`src/rtl/clause_scanner_pkg.sv`:
```
// Shared widths, FSM encoding and count clamping for the clause scanner.
// NUM_VARS / BW play the role of NUMBER_OF_INTEGER_VARIABLES / BIT_WIDTH_OF_INTEGER_VARIABLE.
package clause_scanner_pkg;

    localparam int NUM_VARS = 2;
    localparam int BW       = 8;

    localparam int NUM_CLAUSES = 16;
    localparam int AW          = $clog2(NUM_CLAUSES);
    localparam int CW          = $clog2(NUM_CLAUSES + 1);
    localparam int DW          = (NUM_VARS + 1) * BW;
    localparam int YW          = NUM_VARS * BW;

    typedef enum logic [1:0] {
        ST_IDLE  = 2'd0,
        ST_RUN   = 2'd1,
        ST_DRAIN = 2'd2,
        ST_DONE  = 2'd3
    } state_t;

    function automatic logic [CW-1:0] clamp_count(input logic [CW-1:0] c);
        return (c > CW'(NUM_CLAUSES)) ? CW'(NUM_CLAUSES) : c;
    endfunction

endpackage

```
`src/rtl/clause_scanner_if.sv`:
```
// Clause-memory read port: address/strobe out of the scanner, {b, aN..a1} back one cycle later.
interface clause_scanner_if;
    import clause_scanner_pkg::*;

    logic [AW-1:0] mem_addr;
    logic          mem_rd_en;
    logic [DW-1:0] mem_data;

    modport master (output mem_addr, output mem_rd_en, input mem_data);
    modport slave  (input mem_addr, input mem_rd_en, output mem_data);
endinterface

```
`src/rtl/clause_scanner_eval.sv`:
```
// Combinational clause check: unsat = (a1*y1 + .. + aN*yN) > b, everything two's complement.
module clause_scanner_eval
    import clause_scanner_pkg::*;
(
    input  logic [DW-1:0] clause,
    input  logic [YW-1:0] assignment,
    output logic          unsat
);
    // Wide enough that no product or partial sum can overflow.
    localparam int SW = 2 * BW + $clog2(NUM_VARS) + 1;

    logic signed [SW-1:0] acc [NUM_VARS+1];
    logic signed [SW-1:0] b_ext;

    assign acc[0] = '0;

    generate
        for (genvar gi = 0; gi < NUM_VARS; gi++) begin : g_term
            logic signed [SW-1:0] a_ext;
            logic signed [SW-1:0] y_ext;
            assign a_ext      = SW'($signed(clause[gi*BW +: BW]));
            assign y_ext      = SW'($signed(assignment[gi*BW +: BW]));
            assign acc[gi+1]  = acc[gi] + a_ext * y_ext;
        end
    endgenerate

    assign b_ext = SW'($signed(clause[NUM_VARS*BW +: BW]));
    assign unsat = acc[NUM_VARS] > b_ext;
endmodule

```
`src/rtl/clause_scanner.sv`:
```
// Streams every stored clause for one assignment and reports unsat count / first unsat index.
// Optional SCAN_EARLY_EXIT_EN: stop at the first unsat clause and report unsat_count = 1.
module clause_scanner
    import clause_scanner_pkg::*;
(
    input  logic             in_clk,
    input  logic             in_reset,
    input  logic             in_enable,
    input  logic             in_start,
    input  logic [CW-1:0]    in_clause_count,
    input  logic [YW-1:0]    in_current_assignment,
    clause_scanner_if.master mem,
    output logic             out_busy,
    output logic             out_done,
    output logic [CW-1:0]    out_unsat_count,
    output logic             out_all_sat,
    output logic [AW-1:0]    out_first_unsat,
    output logic             out_first_unsat_valid
);
    state_t        state_reg, state_next;
    logic [AW-1:0] addr_reg, addr_next;
    logic          rd_en_reg, rd_en_next;
    logic [CW-1:0] count_reg, count_next;
    logic [YW-1:0] assign_reg, assign_next;
    logic [AW-1:0] eval_idx_reg, eval_idx_next;
    logic          ret_reg;
    logic [DW-1:0] hold_reg, hold_next;
    logic          hold_valid_reg, hold_valid_next;
    logic [CW-1:0] unsat_reg, unsat_next;
    logic [AW-1:0] first_reg, first_next;
    logic          first_valid_reg, first_valid_next;
    logic          all_sat_reg, all_sat_next;
    logic          done_reg, done_next;

    logic          rd_fire;
    logic          scanning;
    logic          eval_valid;
    logic [DW-1:0] eval_data;
    logic          clause_unsat;
    logic [CW-1:0] start_count;

    assign rd_fire     = rd_en_reg & in_enable;
    assign scanning    = (state_reg == ST_RUN) || (state_reg == ST_DRAIN);
    // A return that landed during a stall waits in the hold register.
    assign eval_valid  = ret_reg | hold_valid_reg;
    assign eval_data   = hold_valid_reg ? hold_reg : mem.mem_data;
    assign start_count = clamp_count(in_clause_count);

    clause_scanner_eval u_eval (
        .clause     (eval_data),
        .assignment (assign_reg),
        .unsat      (clause_unsat)
    );

    always_comb begin
        state_next       = state_reg;
        addr_next        = addr_reg;
        rd_en_next       = rd_en_reg;
        count_next       = count_reg;
        assign_next      = assign_reg;
        eval_idx_next    = eval_idx_reg;
        hold_next        = hold_reg;
        hold_valid_next  = hold_valid_reg;
        unsat_next       = unsat_reg;
        first_next       = first_reg;
        first_valid_next = first_valid_reg;
        all_sat_next     = all_sat_reg;
        done_next        = 1'b0;

        if (!in_enable) begin
            if (ret_reg && scanning) begin
                hold_next       = mem.mem_data;
                hold_valid_next = 1'b1;
            end
        end else begin
            hold_valid_next = 1'b0;
            case (state_reg)
                ST_IDLE: begin
                    if (in_start) begin
                        count_next       = start_count;
                        assign_next      = in_current_assignment;
                        eval_idx_next    = '0;
                        unsat_next       = '0;
                        first_next       = '0;
                        first_valid_next = 1'b0;
                        all_sat_next     = 1'b0;
                        addr_next        = '0;
                        if (start_count == '0) begin
                            state_next = ST_DONE;
                        end else begin
                            state_next = ST_RUN;
                            rd_en_next = 1'b1;
                        end
                    end
                end
                ST_RUN: begin
                    if (addr_reg == AW'(count_reg - CW'(1))) begin
                        rd_en_next = 1'b0;
                        state_next = ST_DRAIN;
                    end else begin
                        addr_next = addr_reg + AW'(1);
                    end
                end
                ST_DRAIN: state_next = ST_DONE;
                ST_DONE: begin
                    state_next   = ST_IDLE;
                    done_next    = 1'b1;
                    all_sat_next = (unsat_reg == '0);
                end
                default: state_next = ST_IDLE;
            endcase

            if (scanning && eval_valid) begin
                eval_idx_next = eval_idx_reg + AW'(1);
                if (clause_unsat) begin
                    unsat_next = unsat_reg + CW'(1);
                    if (!first_valid_reg) begin
                        first_next       = eval_idx_reg;
                        first_valid_next = 1'b1;
                    end
`ifdef SCAN_EARLY_EXIT_EN
                    // The read issued on this edge is simply never evaluated.
                    rd_en_next = 1'b0;
                    state_next = ST_DONE;
`endif
                end
            end
        end
    end

    always_ff @(posedge in_clk or negedge in_reset) begin
        if (!in_reset) begin
            state_reg       <= ST_IDLE;
            addr_reg        <= '0;
            rd_en_reg       <= 1'b0;
            count_reg       <= '0;
            assign_reg      <= '0;
            eval_idx_reg    <= '0;
            ret_reg         <= 1'b0;
            hold_reg        <= '0;
            hold_valid_reg  <= 1'b0;
            unsat_reg       <= '0;
            first_reg       <= '0;
            first_valid_reg <= 1'b0;
            all_sat_reg     <= 1'b0;
            done_reg        <= 1'b0;
        end else begin
            state_reg       <= state_next;
            addr_reg        <= addr_next;
            rd_en_reg       <= rd_en_next;
            count_reg       <= count_next;
            assign_reg      <= assign_next;
            eval_idx_reg    <= eval_idx_next;
            ret_reg         <= rd_fire;
            hold_reg        <= hold_next;
            hold_valid_reg  <= hold_valid_next;
            unsat_reg       <= unsat_next;
            first_reg       <= first_next;
            first_valid_reg <= first_valid_next;
            all_sat_reg     <= all_sat_next;
            done_reg        <= done_next;
        end
    end

    assign mem.mem_addr          = addr_reg;
    assign mem.mem_rd_en         = rd_fire;
    assign out_busy              = (state_reg != ST_IDLE);
    assign out_done              = done_reg;
    assign out_unsat_count       = unsat_reg;
    assign out_all_sat           = all_sat_reg;
    assign out_first_unsat       = first_reg;
    assign out_first_unsat_valid = first_valid_reg;
endmodule

```
`src/flat_wrapper.sv`:
```
// flat-port wrapper written by rule: the top's interface ports become plain ports
module clause_scanner_flat import clause_scanner_pkg::*;
  (in_clk, in_reset, in_enable, in_start, in_clause_count, in_current_assignment, out_busy, out_done, out_unsat_count, out_all_sat, out_first_unsat, out_first_unsat_valid, mem_mem_addr, mem_mem_rd_en, mem_mem_data);
  clause_scanner_if mem_i ();
  input  logic in_clk;
  input  logic in_reset;
  input  logic in_enable;
  input  logic in_start;
  input  logic [CW-1:0] in_clause_count;
  input  logic [YW-1:0] in_current_assignment;
  output logic out_busy;
  output logic out_done;
  output logic [CW-1:0] out_unsat_count;
  output logic out_all_sat;
  output logic [AW-1:0] out_first_unsat;
  output logic out_first_unsat_valid;
  output wire logic [$bits(mem_i.mem_addr)-1:0] mem_mem_addr;
  output wire logic [$bits(mem_i.mem_rd_en)-1:0] mem_mem_rd_en;
  input wire logic [$bits(mem_i.mem_data)-1:0] mem_mem_data;
  assign mem_mem_addr = mem_i.mem_addr;
  assign mem_mem_rd_en = mem_i.mem_rd_en;
  assign mem_i.mem_data = mem_mem_data;
  clause_scanner u_core (.in_clk(in_clk), .in_reset(in_reset), .in_enable(in_enable), .in_start(in_start), .in_clause_count(in_clause_count), .in_current_assignment(in_current_assignment), .mem(mem_i), .out_busy(out_busy), .out_done(out_done), .out_unsat_count(out_unsat_count), .out_all_sat(out_all_sat), .out_first_unsat(out_first_unsat), .out_first_unsat_valid(out_first_unsat_valid));
endmodule
```
`config.mk`:
```
export PLATFORM = sky130hd
export DESIGN_NAME = clause_scanner_flat
export DESIGN_NICKNAME = d
export VERILOG_FILES = /design/src/rtl/clause_scanner_pkg.sv /design/src/rtl/clause_scanner_if.sv /design/src/rtl/clause_scanner_eval.sv /design/src/rtl/clause_scanner.sv /design/src/flat_wrapper.sv
export SDC_FILE = /design/constraint.sdc
export NUM_CORES = 1
export LEC_CHECK = 0
export CAP_MARGIN = 15
export CORE_UTILIZATION = 57
export CTS_CLUSTER_SIZE = 16
export DETAILED_ROUTE_END_ITERATION = 10
export MAX_ROUTING_LAYER = met4
export PLACE_DENSITY = 0.75
export RECOVER_POWER = 100
export SYNTH_ARGS = -nofsm -noshare
export SYNTH_HDL_FRONTEND = slang
export SYNTH_HIERARCHICAL = 1
export SYNTH_SLANG_ARGS = --single-unit
```
`constraint.sdc`:
```
create_clock -name in_clk -period 23.9 [get_ports in_clk]
set_input_delay 5.975 -clock in_clk [delete_from_list [all_inputs] [get_ports in_clk]]
set_output_delay 5.975 -clock in_clk [all_outputs]
set_load 0.01 [all_outputs]
```
* After elaboration in Yosys (flattened, before gate mapping)
Cells that the tools add are included.
** Cells by class
- Add/sub/neg operators :: 5
- Multipliers :: 2
- Magnitude comparators :: 2
- Eq/ne operators :: 8
- Mux-type cells :: 35
- Bitwise operators :: 3
- Reductions and logical operators :: 19
** Operators with widths (count)
- two-way mux 4 bit :: 9
- multiplier 8 x 8 -> 16 bit :: 2
- two-way mux 5 bit :: 5
- two-way mux 24 bit :: 1
- adder 16 x 16 -> 17 bit :: 1
- greater-than comparator 17 x 8 -> 1 bit :: 1
- two-way mux 1 bit :: 13
- AND reduction 3 bit :: 4
- nonzero test 2 bit :: 6
- logical NOT 5 bit :: 2
- adder 4 x 1 -> 4 bit (second input constant) :: 2
- inequality test 2 bit (second input constant) :: 4
- case mux 2 bit (4 select lines) :: 1
- case mux 4 bit (2 select lines) :: 1
- two-way mux 2 bit :: 3
- adder 5 x 1 -> 5 bit (second input constant) :: 1
- greater-than comparator 5 bit (second input constant) :: 1
- AND reduction 5 bit :: 1
- == test 2 bit (second input constant) :: 2
- == test 4 bit :: 1
- case mux 1 bit (2 select lines) :: 2
- AND reduction 4 bit :: 1
- subtractor 4 x 1 -> 4 bit (second input constant) :: 1
- == test 2 x 1 -> 1 bit (second input constant) :: 1
- 7 further kinds :: 8
** Storage, ports and cells
- Register bits after elaboration :: 69
- Input bits :: 49
- Output and inout port bits :: 18

* Depth between registers and ports, before layout
Gate-level depths: netlist of run 1.
- Depth after elaboration :: 6
- Depth in mapped cells :: 34

* By module
The synthesis of run 1 kept the hierarchy.
** By module, submodules not included
- clause_scanner_eval :: times used 1, cells each 629, area each 5814.3 µm², sequential area each 0.0 µm²
- clause_scanner :: times used 1, cells each 288, area each 3454.6 µm², sequential area each 1726.7 µm²

* Worst setup path after synthesis of run 1
OpenSTA, ideal clock, no wires.
- Path kind :: in2reg
- Start :: input mem_mem_data[7]
- End :: register u_core.first_reg[0], in the netlist u_core/out_first_unsat[0]
- Setup time :: 0.140 ns
- Data arrival time :: 12.511 ns
- Data required time :: 23.760 ns
- Setup slack :: 11.249 ns
- Stages :: 31
- Path buffers :: 0
- Cells stage by stage :: mux2_2 nand2_1 inv_1 fa_1 inv_1 fa_1 inv_1 fa_1 fa_1 fa_1 inv_1 fa_1 inv_1 ha_1 nor2_1 a21oi_1 nand2_1 a21oi_2 mux2i_1 nand2_1 ha_1 a21o_1 a211o_1 a211oi_1 o211ai_1 nand3_1 o21ai_0 o2111ai_1 nor2_1 nand2_1 o21ai_0
** On the way
- Longest elaborated chain between the ends :: 6
** RTL lines
- start: declaration :: RTL line flat_wrapper.sv:19 : input wire logic [$bits(mem_i.mem_data)-1:0] mem_mem_data;
- two-way mux 24 bit :: RTL line clause_scanner.sv:46 : assign eval_data = hold_valid_reg ? hold_reg : mem.mem_data;
- multiplier 8 x 8 -> 16 bit :: RTL line clause_scanner_eval.sv:23 : assign acc[gi+1] = acc[gi] + a_ext * y_ext;
- adder 16 x 16 -> 17 bit :: RTL line clause_scanner_eval.sv:23
- greater-than comparator 17 x 8 -> 1 bit :: RTL line clause_scanner_eval.sv:28 : assign unsat = acc[NUM_VARS] > b_ext;
- net u_core.clause_unsat :: RTL line clause_scanner.sv:39 : logic clause_unsat;
- two-way mux 4 bit :: RTL line clause_scanner.sv:115 : if (clause_unsat) begin
- two-way mux 4 bit :: RTL line clause_scanner.sv:113 : if (scanning && eval_valid) begin
- end signal: assignment :: RTL line clause_scanner.sv:158 : first_reg <= first_next;
- end: declaration :: RTL line clause_scanner.sv:30 : logic [AW-1:0] first_reg, first_next;
The timed path passes the listed nets, and every way through them passes these cells.
A chain may end at the register's enable or synchronous reset.

* Final worst setup path of run 1
- Start :: input mem_mem_data[7]
- End :: register u_core.first_reg[0], in the netlist u_core/out_first_unsat[0]
** On the way
- Longest elaborated chain between the ends :: 6
** RTL lines
- two-way mux 24 bit :: RTL line clause_scanner.sv:46
- net u_core.eval_data[7] :: RTL line clause_scanner.sv:38 : logic [DW-1:0] eval_data;
- multiplier 8 x 8 -> 16 bit :: RTL line clause_scanner_eval.sv:23
- adder 16 x 16 -> 17 bit :: RTL line clause_scanner_eval.sv:23
- greater-than comparator 17 x 8 -> 1 bit :: RTL line clause_scanner_eval.sv:28
- net u_core.clause_unsat :: RTL line clause_scanner.sv:39
- two-way mux 4 bit :: RTL line clause_scanner.sv:115
- two-way mux 4 bit :: RTL line clause_scanner.sv:113
The timed path passes the listed nets, and every way through them passes these cells.

==> metrics, run 1 <==
status complete, but fails checks; failing checks max-capacitance violations, max-slew violations; Critical Path AT 14170 ps; part of the cycle the worst path needs 0.584; Top FF cell, synth dfrtp_1; Resize count post-CTS 0; CP startpoint kind input port; sequential area share after synthesis 0.186; grt ovf 0; largest fanout on the critical path 9; area of the core 15900 sq um; Worst EP required 24100 ps; Final Hold Fails 0; std cell rows 46; first-pass GRT wire length 33500 um; # DRC 0; top-area cell type share of the netlist area 0.309; max reg flops 24; flops & latches, synth 69; worst path buffer plus inverter count 6; synth top area cells fa_1, dfrtp_1, ha_1; Clock Latency Late Sink 340 ps; Starting Density 0.583; TritonRoute pass-1 iters 5; Hold Buf Count CTS 0; CP top delay family adder cells; die area 16800 sq um; Clock Pin Slew Worst Setup and Hold Paths 60 ps; post-synthesis cell type count 69; # Max-Cap Violations 2; syn_nets 1188; Final Worst Setup Slack 9930 ps; slowest CP cell fa_1; Setup-failing EPs final 0; EDFF count, synth 0; most common cell in the netlist inv_1; post-CTS setup buffers 0; layout cells sized above 1 0.0971; Final ANT Viol Nets 0; initial drt markers 217; vias in the first global route 6951; Die Y 130 um; CP most frequent cell fa_1; CTS tree done; antenna cell count 0; Clock Path Buffers 2; critical path endpoint category flop; min cycle time layout 13970 ps; Final Non-Filler Cells 1205; vias 6445; H-tree depth 3; hold crit path type flop to flop; Slew headroom -1.51; I/O pin total 67; Die X 130 um; Synth-to-Final Area Change 12.8%; CTS root buffer clkbuf_16; Slew @ Worst Pin 3770 ps; Total Nets Final 1255; setup TNS 0 ps; fin. max-slew vios 107; Num CTS Buffers 9; unrepaired setup endpoints after global routing false; average wire per standard cell 16.5 um; Avg Inst Size Synth 10.1 sq um; HPWL Detailed 15900 um; Clock Skews 7.50 ps; placed insts 1189; Cells after Synth 917; Setup Crit Path Kind input port to flop; IO buf count 66; largest net degree at the start of global routing 70; list of most frequent post-synthesis cells inv_1, fa_1, ha_1; Synth area leader fa_1; Async SR Flop Fraction 1.00; final RePlAce weighted congestion 0.853; FMAX 71.6 MHz; DR vias/cell 5.35; clk sinks 69; Netlist Area Pre-Place 9270 sq um; initial antenna violation count 0; Synth warnings 6; total wire length 19900 um; Global Route Usage Sum 0.271; DP Worst Slack 9930 ps; delay of the slowest critical-path stage 700 ps
-- cells in the final DEF (no fill, tap or decap), types with 3 or more instances in the layout --
cell / count
dlygate4sd3_1: 20
nor2b_1: 6
nor3_1: 6
clkdlybuf4s50_1: 45
xnor2_1: 22
ha_1: 79
dfrtp_1: 69
o21a_1: 3
a21oi_1: 12
a21o_1: 8
a211oi_1: 4
a31oi_1: 6
fa_1: 143
inv_1: 193
nor2_1: 30
xor2_1: 6
o21ai_0: 28
nand2b_1: 8
nand3_1: 10
and2_0: 4
and2_1: 74
clkbuf_16: 9
mux2_2: 64
nand2_1: 72
nand4_1: 6
o211ai_1: 3
-- per-stage QoR --
stage	instance area (sq um)	utilization	hold WS (ps)
finish	10500	0.658	501
global route	10500	0.658	511
CTS	10500	0.659	504
detailed placement	10100	0.639	484
global placement	10100	0.639	477
floorplan	9270	-	450
-- logic make-up (layout without fill, tap and decap cells) --
logic type | count (synthesis) | count (layout) | share of synthesized area
simple gates | 233 | 233 | 0.132
mux | 66 | 66 | 0.0800
flops | 69 | 69 | 0.186
compound gates | 89 | 89 | 0.0675
fa+ha+maj | 222 | 222 | 0.415
xor+xnor | 31 | 31 | 0.0324
buf+inv | 207 | 279 | 0.0863
-- per-layer routing --
layer,up-vias,share of wire,GRT usage
met1,3229,0.44,0.341
met5,-,0,-
met4,0,0.019,0.0670
met2,149,0.50,0.465
li1,3035,-,-
met3,32,0.040,0.0343
-- final cells by class --
| class | count | area, sq um |
|---|---|---|
| Clock inverter | 7 | 104 |
| Timing Repair Buffer | 69 | 671 |
| Sequential cell | 69 | 1730 |
| Multi-Input combinational cell | 641 | 6730 |
| Clock buffer | 9 | 225 |
| Fill cell | 1283 | 5430 |
| Tap cell | 216 | 270 |
| Inverter | 194 | 728 |
-- worst paths after layout --
check	start	end	slack [ps]	cells past startpoint
max	mem_mem_data[7]	u_core/out_first_unsat[0]	9930	32
min	u_core/hold_reg[11]	u_core/hold_reg[11]	500	1
max reg2reg	u_core/hold_valid_reg	u_core/out_first_unsat[0]	15270	31
min reg2reg	u_core/hold_reg[11]	u_core/hold_reg[11]	500	1
max in group asynchronous	in_reset	u_core/rd_en_reg	14740	2
min in group asynchronous	in_reset	u_core/hold_reg[19]	7030	2
Power of run 1 is not shown: default switching activity piles up to over one toggle a cycle in this logic, so the estimate is an artifact.
==> run 2, diff against run 1 <==
==> constraint.sdc (replaced) <==
create_clock -name in_clk -period 12.9 [get_ports in_clk]
set_input_delay 3.225 -clock in_clk [delete_from_list [all_inputs] [get_ports in_clk]]
set_output_delay 3.225 -clock in_clk [all_outputs]
set_load 0.01 [all_outputs]
==> metrics, run 2 (same netlist as run 1, synthesis figures left out) <==
Worst R2R Start u_core/hold_valid_reg; TritonRoute pass-1 iters 4 (-1); R2R Path End u_core/out_first_unsat[1]; Synth-to-Final Area Change 12.6%; HPWL Detailed 16000 um (+0.52%); Total Nets Final 1255 (unchanged); Num CTS Buffers 9 (unchanged); antenna cell count 0 (unchanged); layout cells sized above 1 0.0971 (unchanged); CP most frequent cell fa_1; std cell rows 46 (unchanged); CP startpoint kind input port; Starting Density 0.583 (unchanged); min cycle time layout 11370 ps; crit path from mem_mem_data[7]; average wire per standard cell 16.4 um (-0.52%); Resize count post-CTS 0 (unchanged); Final Worst Setup Slack 1530 ps (-8410 ps); status complete, but fails checks; Clock Path Buffers 2 (unchanged); DR vias/cell 5.37 (+0.43%); IO buf count 66 (unchanged); most frequent cells in the layout inv_1, fa_1, ha_1; CP top delay family adder cells; Reg2Reg Setup Slack 4210 ps (-11060 ps); unrepaired setup endpoints after global routing false; Final ANT Viol Nets 0 (unchanged); area of the core 15900 sq um (unchanged); Clock Pin Slew Worst Setup and Hold Paths 60 ps (about the same); Worst EP required 13090 ps (-11010 ps); vias in the first global route 6979 (+0.40%); initial antenna violation count 0 (unchanged); Critical Path AT 11560 ps (-2610 ps); hold crit path type flop to flop; Final Hold Fails 0 (unchanged); Die Y 130 um (unchanged); largest fanout on the critical path 9 (unchanged); total wire length 19800 um (-0.52%); Setup-failing EPs final 0 (unchanged); part of the cycle the worst path needs 0.882; delay of the slowest critical-path stage 710 ps (about the same); Hold Buf Count CTS 0 (unchanged); worst path buffer plus inverter count 6 (unchanged); CTS tree done; initial drt markers 236 (+8.8%); Global Route Usage Sum 0.271 (+0.000400); Reg2Reg Depth 31 (unchanged); final RePlAce weighted congestion 0.855 (+0.19%); Slew headroom -1.46 (+0.0536); min-delay src u_core/out_all_sat; commonest non-fill, non-tap cell in the layout inv_1; Clock Skews 6.83 ps (-0.667 ps); first-pass GRT wire length 33600 um (+0.27%); CP endpoint u_core/out_first_unsat[1]; critical path endpoint category flop; Slew @ Worst Pin 3690 ps (-80.4 ps); Final Util 0.657 (-0.00142); vias 6473 (+0.43%); # Max-Cap Violations 2 (unchanged); FMAX 87.9 MHz; clk sinks 69 (unchanged); Die X 130 um (unchanged); setup TNS 0 ps (unchanged); DP Worst Slack 1570 ps (-8360 ps); die area 16800 sq um (unchanged); Setup Crit Path Kind input port to flop; grt ovf 0 (unchanged); Clock Latency Late Sink 340 ps (about the same); # DRC 0 (unchanged); fillcell total 1290 (+0.55%); fin. max-slew vios 107 (unchanged); post-CTS setup buffers 0 (unchanged); failing checks max-capacitance violations, max-slew violations; H-tree depth 3 (unchanged); CTS root buffer clkbuf_16; largest net degree at the start of global routing 70 (unchanged); slowest CP cell fa_1; I/O pin total 67 (unchanged); max reg flops 24 (unchanged); Worst path depth 32 (unchanged)
==> run 2: cell types whose count changed in the layout (fill, tap and decap cells not counted) <==
cell        change
clkinv_4        +1
inv_6           -1
clkinvlp_4      +1
bufinv_16       -1
==> run 2: area by class of cell <==
type                            instances  area [sq um]  share of cell area
Clock buffer                            9           225              0.0216
Clock inverter                          7          81.3             0.00779
Inverter                              194           728              0.0698
Multi-Input combinational cell        641          6730               0.645
Sequential cell                        69          1730               0.165
Tap cell                              216           270              0.0259
Timing Repair Buffer                   69           671              0.0643
==> run 2: per-stage QoR <==
stage / hold WS, ps / instance area, sq um / cells
after floorplan: 450 / 9270 / 917
after global placement: 477 / 10100 / 1189
after detailed placement: 477 / 10100 / 1189
after CTS: 504 / 10500 / 1205
after global routing: 511 / 10400 / 1205
final: 493 / 10400 / 1205
==> run 2: worst min path at each step <==
stage,slack (ps),end,cells past startpoint
floorplan,450,u_core/eval_idx_reg[3],1
global placement,480,u_core/out_all_sat,1
detailed placement,480,u_core/eval_idx_reg[3],1
CTS,500,u_core/out_all_sat,1
global route,510,u_core/hold_reg[2],1
finish,490,u_core/out_all_sat,1
==> run 2: per-layer routing <==
| metal | vias to the layer above | part of all wire | routed length [um] | GRT usage |
|---|---|---|---|---|
| met4 | 0 | 0.014 | 280 | 0.0684 |
| met5 | - | 0 | 0 | - |
| met2 | 151 | 0.51 | 10100 | 0.466 |
| met3 | 28 | 0.049 | 968 | 0.0471 |
| li1 | 3041 | - | - | - |
| met1 | 3253 | 0.43 | 8400 | 0.333 |
Power of run 2 is left out for the same reason.
